`src/rtl/div_signed_ctrl_if.sv`:
```
// rtl/div_signed_ctrl_if.sv - request, divider and result signals of the signed divide controller
interface div_signed_ctrl_if #(
   parameter int WIDTH = 32
);
   logic             in_valid;
   logic             in_ready;
   logic             in_signed;
   logic [WIDTH-1:0] in_numer;
   logic [WIDTH-1:0] in_denom;
   logic [WIDTH-1:0] div_numer;
   logic [WIDTH-1:0] div_denom;
   logic             div_clken;
   logic [WIDTH-1:0] div_quotient;
   logic [WIDTH-1:0] div_remain;
   logic             out_valid;
   logic             out_ready;
   logic [WIDTH-1:0] out_quotient;
   logic [WIDTH-1:0] out_remain;
   logic             out_div_zero;

   modport slave (
      input  in_valid, in_signed, in_numer, in_denom, div_quotient, div_remain, out_ready,
      output in_ready, div_numer, div_denom, div_clken, out_valid, out_quotient, out_remain,
             out_div_zero
   );

   modport master (
      output in_valid, in_signed, in_numer, in_denom, div_quotient, div_remain, out_ready,
      input  in_ready, div_numer, div_denom, div_clken, out_valid, out_quotient, out_remain,
             out_div_zero
   );
endinterface

```
`src/rtl/div_signed_ctrl.sv`:
```
// rtl/div_signed_ctrl.sv - issue/collect controller around the pipelined unsigned divider
module div_signed_ctrl #(
   parameter int WIDTH   = 32,
   parameter int LATENCY = WIDTH + 1
) (
   input logic              clock,
   input logic              reset,
   div_signed_ctrl_if.slave bus
);
   logic             adv;
   logic             accept;
   logic             n_neg;
   logic             d_neg;
   logic [WIDTH-1:0] n_mag;
   logic [WIDTH-1:0] d_mag;
   logic [WIDTH-1:0] q_fix;
   logic [WIDTH-1:0] r_fix;

   // Token pipe: stage 0 is loaded with the operands, stage LATENCY lines up with the divider output
   logic [LATENCY:0] tok_valid;
   logic [LATENCY:0] tok_qneg;
   logic [LATENCY:0] tok_rneg;
   logic [LATENCY:0] tok_dz;

   // The whole pipe, divider included, freezes only while a presented result is held off
   assign adv           = ~(bus.out_valid & ~bus.out_ready);
   assign bus.div_clken = adv;
   assign bus.in_ready  = adv & ~reset;
   assign accept        = bus.in_valid & bus.in_ready;

   // Operand magnitudes; unsigned requests pass through, |INT_MIN| stays 0x80..0 as an unsigned value
   always_comb begin
      n_neg = bus.in_signed & bus.in_numer[WIDTH-1];
      d_neg = bus.in_signed & bus.in_denom[WIDTH-1];
      n_mag = n_neg ? -bus.in_numer : bus.in_numer;
      d_mag = d_neg ? -bus.in_denom : bus.in_denom;
   end

   // Sign correction of the divider result; a zero divisor yields all-ones and the original dividend
   always_comb begin
      if (tok_dz[LATENCY]) begin
         q_fix = '1;
      end else begin
         q_fix = tok_qneg[LATENCY] ? -bus.div_quotient : bus.div_quotient;
      end
      r_fix = tok_rneg[LATENCY] ? -bus.div_remain : bus.div_remain;
   end

   // Operand registers, token pipe and output register all advance together
   always_ff @(posedge clock) begin
      if (reset) begin
         tok_valid        <= '0;
         tok_qneg         <= '0;
         tok_rneg         <= '0;
         tok_dz           <= '0;
         bus.div_numer    <= '0;
         bus.div_denom    <= '0;
         bus.out_valid    <= 1'b0;
         bus.out_quotient <= '0;
         bus.out_remain   <= '0;
         bus.out_div_zero <= 1'b0;
      end else if (adv) begin
         tok_valid <= {tok_valid[LATENCY-1:0], accept};
         tok_qneg  <= {tok_qneg[LATENCY-1:0], accept & (n_neg ^ d_neg)};
         tok_rneg  <= {tok_rneg[LATENCY-1:0], accept & n_neg};
         tok_dz    <= {tok_dz[LATENCY-1:0], accept & (bus.in_denom == '0)};
         if (accept) begin
            bus.div_numer <= n_mag;
            bus.div_denom <= d_mag;
         end
         bus.out_valid    <= tok_valid[LATENCY];
         bus.out_quotient <= q_fix;
         bus.out_remain   <= r_fix;
         bus.out_div_zero <= tok_valid[LATENCY] & tok_dz[LATENCY];
      end
   end
endmodule

```
`src/flat_wrapper.sv`:
```
// flat-port wrapper written by rule: the top's interface ports become plain ports
module div_signed_ctrl_flat 
#(
   parameter int WIDTH   = 32,
   parameter int LATENCY = WIDTH + 1
)
  (clock, reset, bus_in_valid, bus_in_signed, bus_in_numer, bus_in_denom, bus_div_quotient, bus_div_remain, bus_out_ready, bus_in_ready, bus_div_numer, bus_div_denom, bus_div_clken, bus_out_valid, bus_out_quotient, bus_out_remain, bus_out_div_zero);
  div_signed_ctrl_if #(.WIDTH(WIDTH)) bus_i ();
  input logic clock;
  input logic reset;
  input wire logic [$bits(bus_i.in_valid)-1:0] bus_in_valid;
  input wire logic [$bits(bus_i.in_signed)-1:0] bus_in_signed;
  input wire logic [$bits(bus_i.in_numer)-1:0] bus_in_numer;
  input wire logic [$bits(bus_i.in_denom)-1:0] bus_in_denom;
  input wire logic [$bits(bus_i.div_quotient)-1:0] bus_div_quotient;
  input wire logic [$bits(bus_i.div_remain)-1:0] bus_div_remain;
  input wire logic [$bits(bus_i.out_ready)-1:0] bus_out_ready;
  output wire logic [$bits(bus_i.in_ready)-1:0] bus_in_ready;
  output wire logic [$bits(bus_i.div_numer)-1:0] bus_div_numer;
  output wire logic [$bits(bus_i.div_denom)-1:0] bus_div_denom;
  output wire logic [$bits(bus_i.div_clken)-1:0] bus_div_clken;
  output wire logic [$bits(bus_i.out_valid)-1:0] bus_out_valid;
  output wire logic [$bits(bus_i.out_quotient)-1:0] bus_out_quotient;
  output wire logic [$bits(bus_i.out_remain)-1:0] bus_out_remain;
  output wire logic [$bits(bus_i.out_div_zero)-1:0] bus_out_div_zero;
  assign bus_i.in_valid = bus_in_valid;
  assign bus_i.in_signed = bus_in_signed;
  assign bus_i.in_numer = bus_in_numer;
  assign bus_i.in_denom = bus_in_denom;
  assign bus_i.div_quotient = bus_div_quotient;
  assign bus_i.div_remain = bus_div_remain;
  assign bus_i.out_ready = bus_out_ready;
  assign bus_in_ready = bus_i.in_ready;
  assign bus_div_numer = bus_i.div_numer;
  assign bus_div_denom = bus_i.div_denom;
  assign bus_div_clken = bus_i.div_clken;
  assign bus_out_valid = bus_i.out_valid;
  assign bus_out_quotient = bus_i.out_quotient;
  assign bus_out_remain = bus_i.out_remain;
  assign bus_out_div_zero = bus_i.out_div_zero;
  div_signed_ctrl #(.WIDTH(WIDTH), .LATENCY(LATENCY)) u_core (.clock(clock), .reset(reset), .bus(bus_i));
endmodule
```
`config.mk`:
```
export PLATFORM = sky130hd
export DESIGN_NAME = div_signed_ctrl_flat
export DESIGN_NICKNAME = d
export VERILOG_FILES = /design/src/rtl/div_signed_ctrl_if.sv /design/src/rtl/div_signed_ctrl.sv /design/src/flat_wrapper.sv
export SDC_FILE = /design/constraint.sdc
export NUM_CORES = 1
export LEC_CHECK = 0
export CAP_MARGIN = 15
export CORE_ASPECT_RATIO = 0.5
export CORE_MARGIN = 8
export CORE_UTILIZATION = 55
export CTS_BUF_LIST = sky130_fd_sc_hd__clkbuf_8 sky130_fd_sc_hd__clkbuf_16
export DETAILED_ROUTE_END_ITERATION = 12
export MAX_ROUTING_LAYER = met4
export PLACE_DENSITY_LB_ADDON = 0.12
export REMOVE_ABC_BUFFERS = 1
export SLEW_MARGIN = 20
export SYNTH_ARGS = -nofsm -noshare
export SYNTH_HDL_FRONTEND = slang
export SYNTH_SLANG_ARGS = --single-unit
```
`constraint.sdc`:
```
create_clock -name clock -period 6.6 [get_ports clock]
set_clock_uncertainty 0.05 [all_clocks]
set_input_delay 1.65 -clock clock [delete_from_list [all_inputs] [get_ports clock]]
set_output_delay 1.65 -clock clock [all_outputs]
set_load 0.05 [all_outputs]
```
======== Yosys cells after proc, flatten, opt, wreduce, memory -nomap -nowiden ========
Index checks and enable logic that the tools add are counted.
storage, ports and cells
  register bits ........................... 266
  latch bits .............................. 0
  bits in writable memories ............... 0
  bits in read-only memories .............. 0
  input port bits ......................... 133
  output and inout bits ................... 132
  memories ................................ 0
operators by class
  $add $sub $neg .......................... 4
  multiply operators ...................... 0
  divide/modulo/power cells ............... 0
  $lt $le $gt $ge ......................... 0
  eq/ne operators ......................... 0
  shift operators ......................... 0
  muxes and demuxes ....................... 5
  bitwise operators ....................... 13
  reduce and logical (&&, ||, !) cells .... 2
operator list
  operator           number
  $mux W32           5
  $neg A32 Y32       4
  $logic_not A32 Y1  1
  $and A1 B1 Y1      9
  $not A1 Y1         3
  $reduce_and A2 Y1  1
  $xor A1 B1 Y1      1

======== Longest topological paths before layout ========
  depth in word-level cells ............... 6
  mapped depth ............................ 8
  depth with buffers taken out ............ 7

======== Worst setup path after synthesis ========
No wires, ideal clock.
  path kind ............................... in2out
  start point ............................. input reset
  end point ............................... output bus_in_ready
  data arrival time ....................... 2717 ps
  path slack .............................. 2183 ps
  stages on the path ...................... 6
  buffers on the path ..................... 3
  cells stage by stage .................... clkbuf_1 -> inv_1 -> clkbuf_1 -> nand2_1 -> clkbuf_1 -> inv_1
on the way
  longest elaborated chain between the ends .. 2
ends and longest elaborated chain
  element        RTL line               text
  from (decl)    flat_wrapper.sv:10     input logic reset;
  $not A1 Y1     div_signed_ctrl.sv:28  assign bus.in_ready = adv & ~reset;
  $and A1 B1 Y1  div_signed_ctrl.sv:28
  to (decl)      flat_wrapper.sv:18     output wire logic [$bits(bus_i.in_ready)-1:0] bus_in_ready;
Every way passes these cells.

======== Worst setup path in the final report ========
  start point ............................. input bus_out_ready
  end point ............................... output bus_in_ready
on the way
  longest elaborated chain between the ends .. 4
ends and longest elaborated chain
  element        RTL line               text
  from (decl)    flat_wrapper.sv:17     input wire logic [$bits(bus_i.out_ready)-1:0] bus_out_ready;
  $not A1 Y1     div_signed_ctrl.sv:26  assign adv = ~(bus.out_valid & ~bus.out_ready);
  $and A1 B1 Y1  div_signed_ctrl.sv:26
  $not A1 Y1     div_signed_ctrl.sv:26
  $and A1 B1 Y1  div_signed_ctrl.sv:28
Every way passes these cells.

==> metrics <==
via count 11022; Worst slew margin 26.49%; Avg Inst Size Synth around 8 um2; drt first pass iters 5; routability cong. 0.8879; Syn Std Cell Area between 0.01 and 0.015 mm2; crit path to bus_in_ready; Post-synth ARST share 0%; CTS H-tree lvls 1; cells after synthesis 1464; Worst Path Required 4900 ps; number of flops mapped to enable cells by yosys 0; final hold violation count 0; Crit Path Max Fanout 57; hold_buf cts 0; initial antenna violation count 5; clock period minus worst slack 5544 ps; cells resized by post-CTS repair 0; R2R cell count 8; P&R area growth vs syn 29.44%; M2 GR Usage 40.64%; Peak VDD IR 182.0 uV; die height ~120 um; NumNets Final about 1800; leakage power 5.045 nW; Netlist cell types 59; Arr. time, crit path 3840 ps; PD cells 240.9 mW/mm2; Hold Path Cell Cnt 2; fmax 0.1804 GHz; fin crit share 84.00%; sequential area share after synthesis 45.44%; min-delay src u_core.tok_qneg[6]; IO buf count 264; Routed WL between 30 and 40 mm; Min Hold Slack 400.0 ps; ys flop type dfxtp_1; die footprint 0.02652 mm2; vias in the first global route about 11000; total gr overflow 0; GRT Util Overall 24.74%; max_cap viols 0; met1 Track Usage GR around 30%; critical path class in2out; worst setup path start bus_out_ready; clock slew at reported path FFs 70 ps; fin area 0.01517 mm2; total power 3.654 mW; FILL cells roughly 1600; Vias per Instance 5.638; first-pass GRT wire length 53.83 mm; Remaining DRCs 0; Clk Latency, worst-skew pair around 530 ps; core area 0.02074 mm2; RSZ-0062 raised after global routing false; largest net degree at the start of global routing 117; CP endpoint kind primary output; commonest non-fill, non-tap cell in the layout nand2_1; R2R Path Start u_core.bus.out_valid; final setup fails 0; post-CTS setup repair buffer count 0; # rows 37; Placed Instance Area 0.01438 mm2; synthesis-stage register bit count 266; Yosys warning count 0; worst-margin pin slew 1103 ps; Worst Setup Start Kind primary input; run status finished clean; Worst Hold Class reg2reg; Die Wd 222.4 um; WL/cell 17.23 um; Max clock buf depth 3; Final ANT Viol Nets 0; met3 Use GR 6.662%; io pins approximately 270; max-slew violation count 0; Root Driver clkbuf_16; TritonCTS buffer count 23; Sink Count 266; Reg2Reg Setup Slack around 3700 ps; CTS tree built; HPWL after DPL about 23 mm; initial drt markers between 900 and 1000; most frequent cells in the layout 309 x nand2_1, 266 x dfxtp_1, 263 x clkdlybuf4s50_1, 193 x a21oi_1, 121 x o21ai_0; layout cells sized above 1 4.592%; Top Usage Layer GRT met2; reg2reg end u_core.bus.div_numer[31]; initial core utilization 56.50%
## flip-flops by register name (all words and copies together), names as in the netlist
name,flops
u_core.bus.out_div_zero,1
u_core.bus.out_quotient,32
u_core.tok_qneg,34
u_core.bus.div_numer,32
u_core.tok_dz,34
u_core.tok_valid,34
u_core.tok_rneg,34
u_core.bus.div_denom,32
u_core.bus.out_valid,1
u_core.bus.out_remain,32
## per-layer routing
metal	routed length (um)	part of all wire, %
met4	998	3.0
met5	0	0
met1	14540	43
met3	2035	6.0
met2	16110	48
## report_power, final
part	total (mW)	internal [mW]	leakage [nW]	switching [mW]
combinational	0.607	0.226	2.48	0.381
sequential	1.70	1.66	2.18	0.0327
clock	1.35	0.747	0.386	0.605
## synth_stat cells (all sizes together) (4+ instances only)
library cell,count,share of area (%)
or3,14,0.76
or2,5,0.27
nor4,24,1.8
nand2,309,9.9
a41oi,6,0.45
dfxtp,266,45
o21ai,123,5.3
nand3b,4,0.29
nor2b,4,0.21
nor2,60,1.9
nand3,69,3.0
a21oi,193,8.2
and3,5,0.27
a211oi,11,0.70
inv,19,0.61
o41ai,18,1.4
ha,4,0.43
o31ai,30,1.9
nand4,11,0.59
xor2,70,5.2
nor3,19,0.85
clkbuf,88,2.9
a31oi,16,0.85
xnor2,42,3.1
buf,14,0.56
a311oi,4,0.30
or4,12,0.90
## worst min-delay path by stage
stage | to | slack (ps)
after floorplan | u_core.tok_dz[0] | 380
after global placement | u_core.tok_valid[13] | 390
after detailed placement | u_core.tok_rneg[9] | 390
after CTS | u_core.tok_rneg[9] | 400
after global routing | u_core.tok_rneg[9] | 410
final | u_core.tok_qneg[6] | 400
## cells by family after synthesis
| kind of cell | after synthesis | synth area share (%) |
|---|---|---|
| xor+xnor | 112 | 8.371 |
| buf+inv | 122 | 4.132 |
| fa+ha+maj | 4 | 0.4271 |
| simple gates | 551 | 21.89 |
| mux | 3 | 0.2563 |
| compound gates | 406 | 19.49 |
| flops | 266 | 45.44 |
## layout make-up
cell class	count	area [um2]	share of cell area, %
multi-input combinational	1076	5929	39.09
sequential	266	5325	35.11
timing repair buffer	273	2728	17.98
clock buffer	29	658.1	4.339
tap	273	341.6	2.252
clock inverter	13	93.84	0.6187
inverter	20	80.08	0.5279
antenna	5	12.51	0.08249
## worst max-delay path, stage by stage
cell,delay [ps]
clkdlybuf4s50_1,510
nor2b_4,60
inv_6,310
nand2_1,330
inv_1,120
clkdlybuf4s50_1,850
## through the flow
step	instances	TNS, ps	worst slack, ps	util, %
after floorplan	1362	-1810880	-8721	-
after global placement	1907	0	1090	69.32
after detailed placement	1907	0	1090	69.32
after CTS	1949	0	1077	72.94
after global routing	1955	0	940.2	73.14
final	1955	0	1056	73.14
Note: power is estimated with default switching activity, not from simulation.
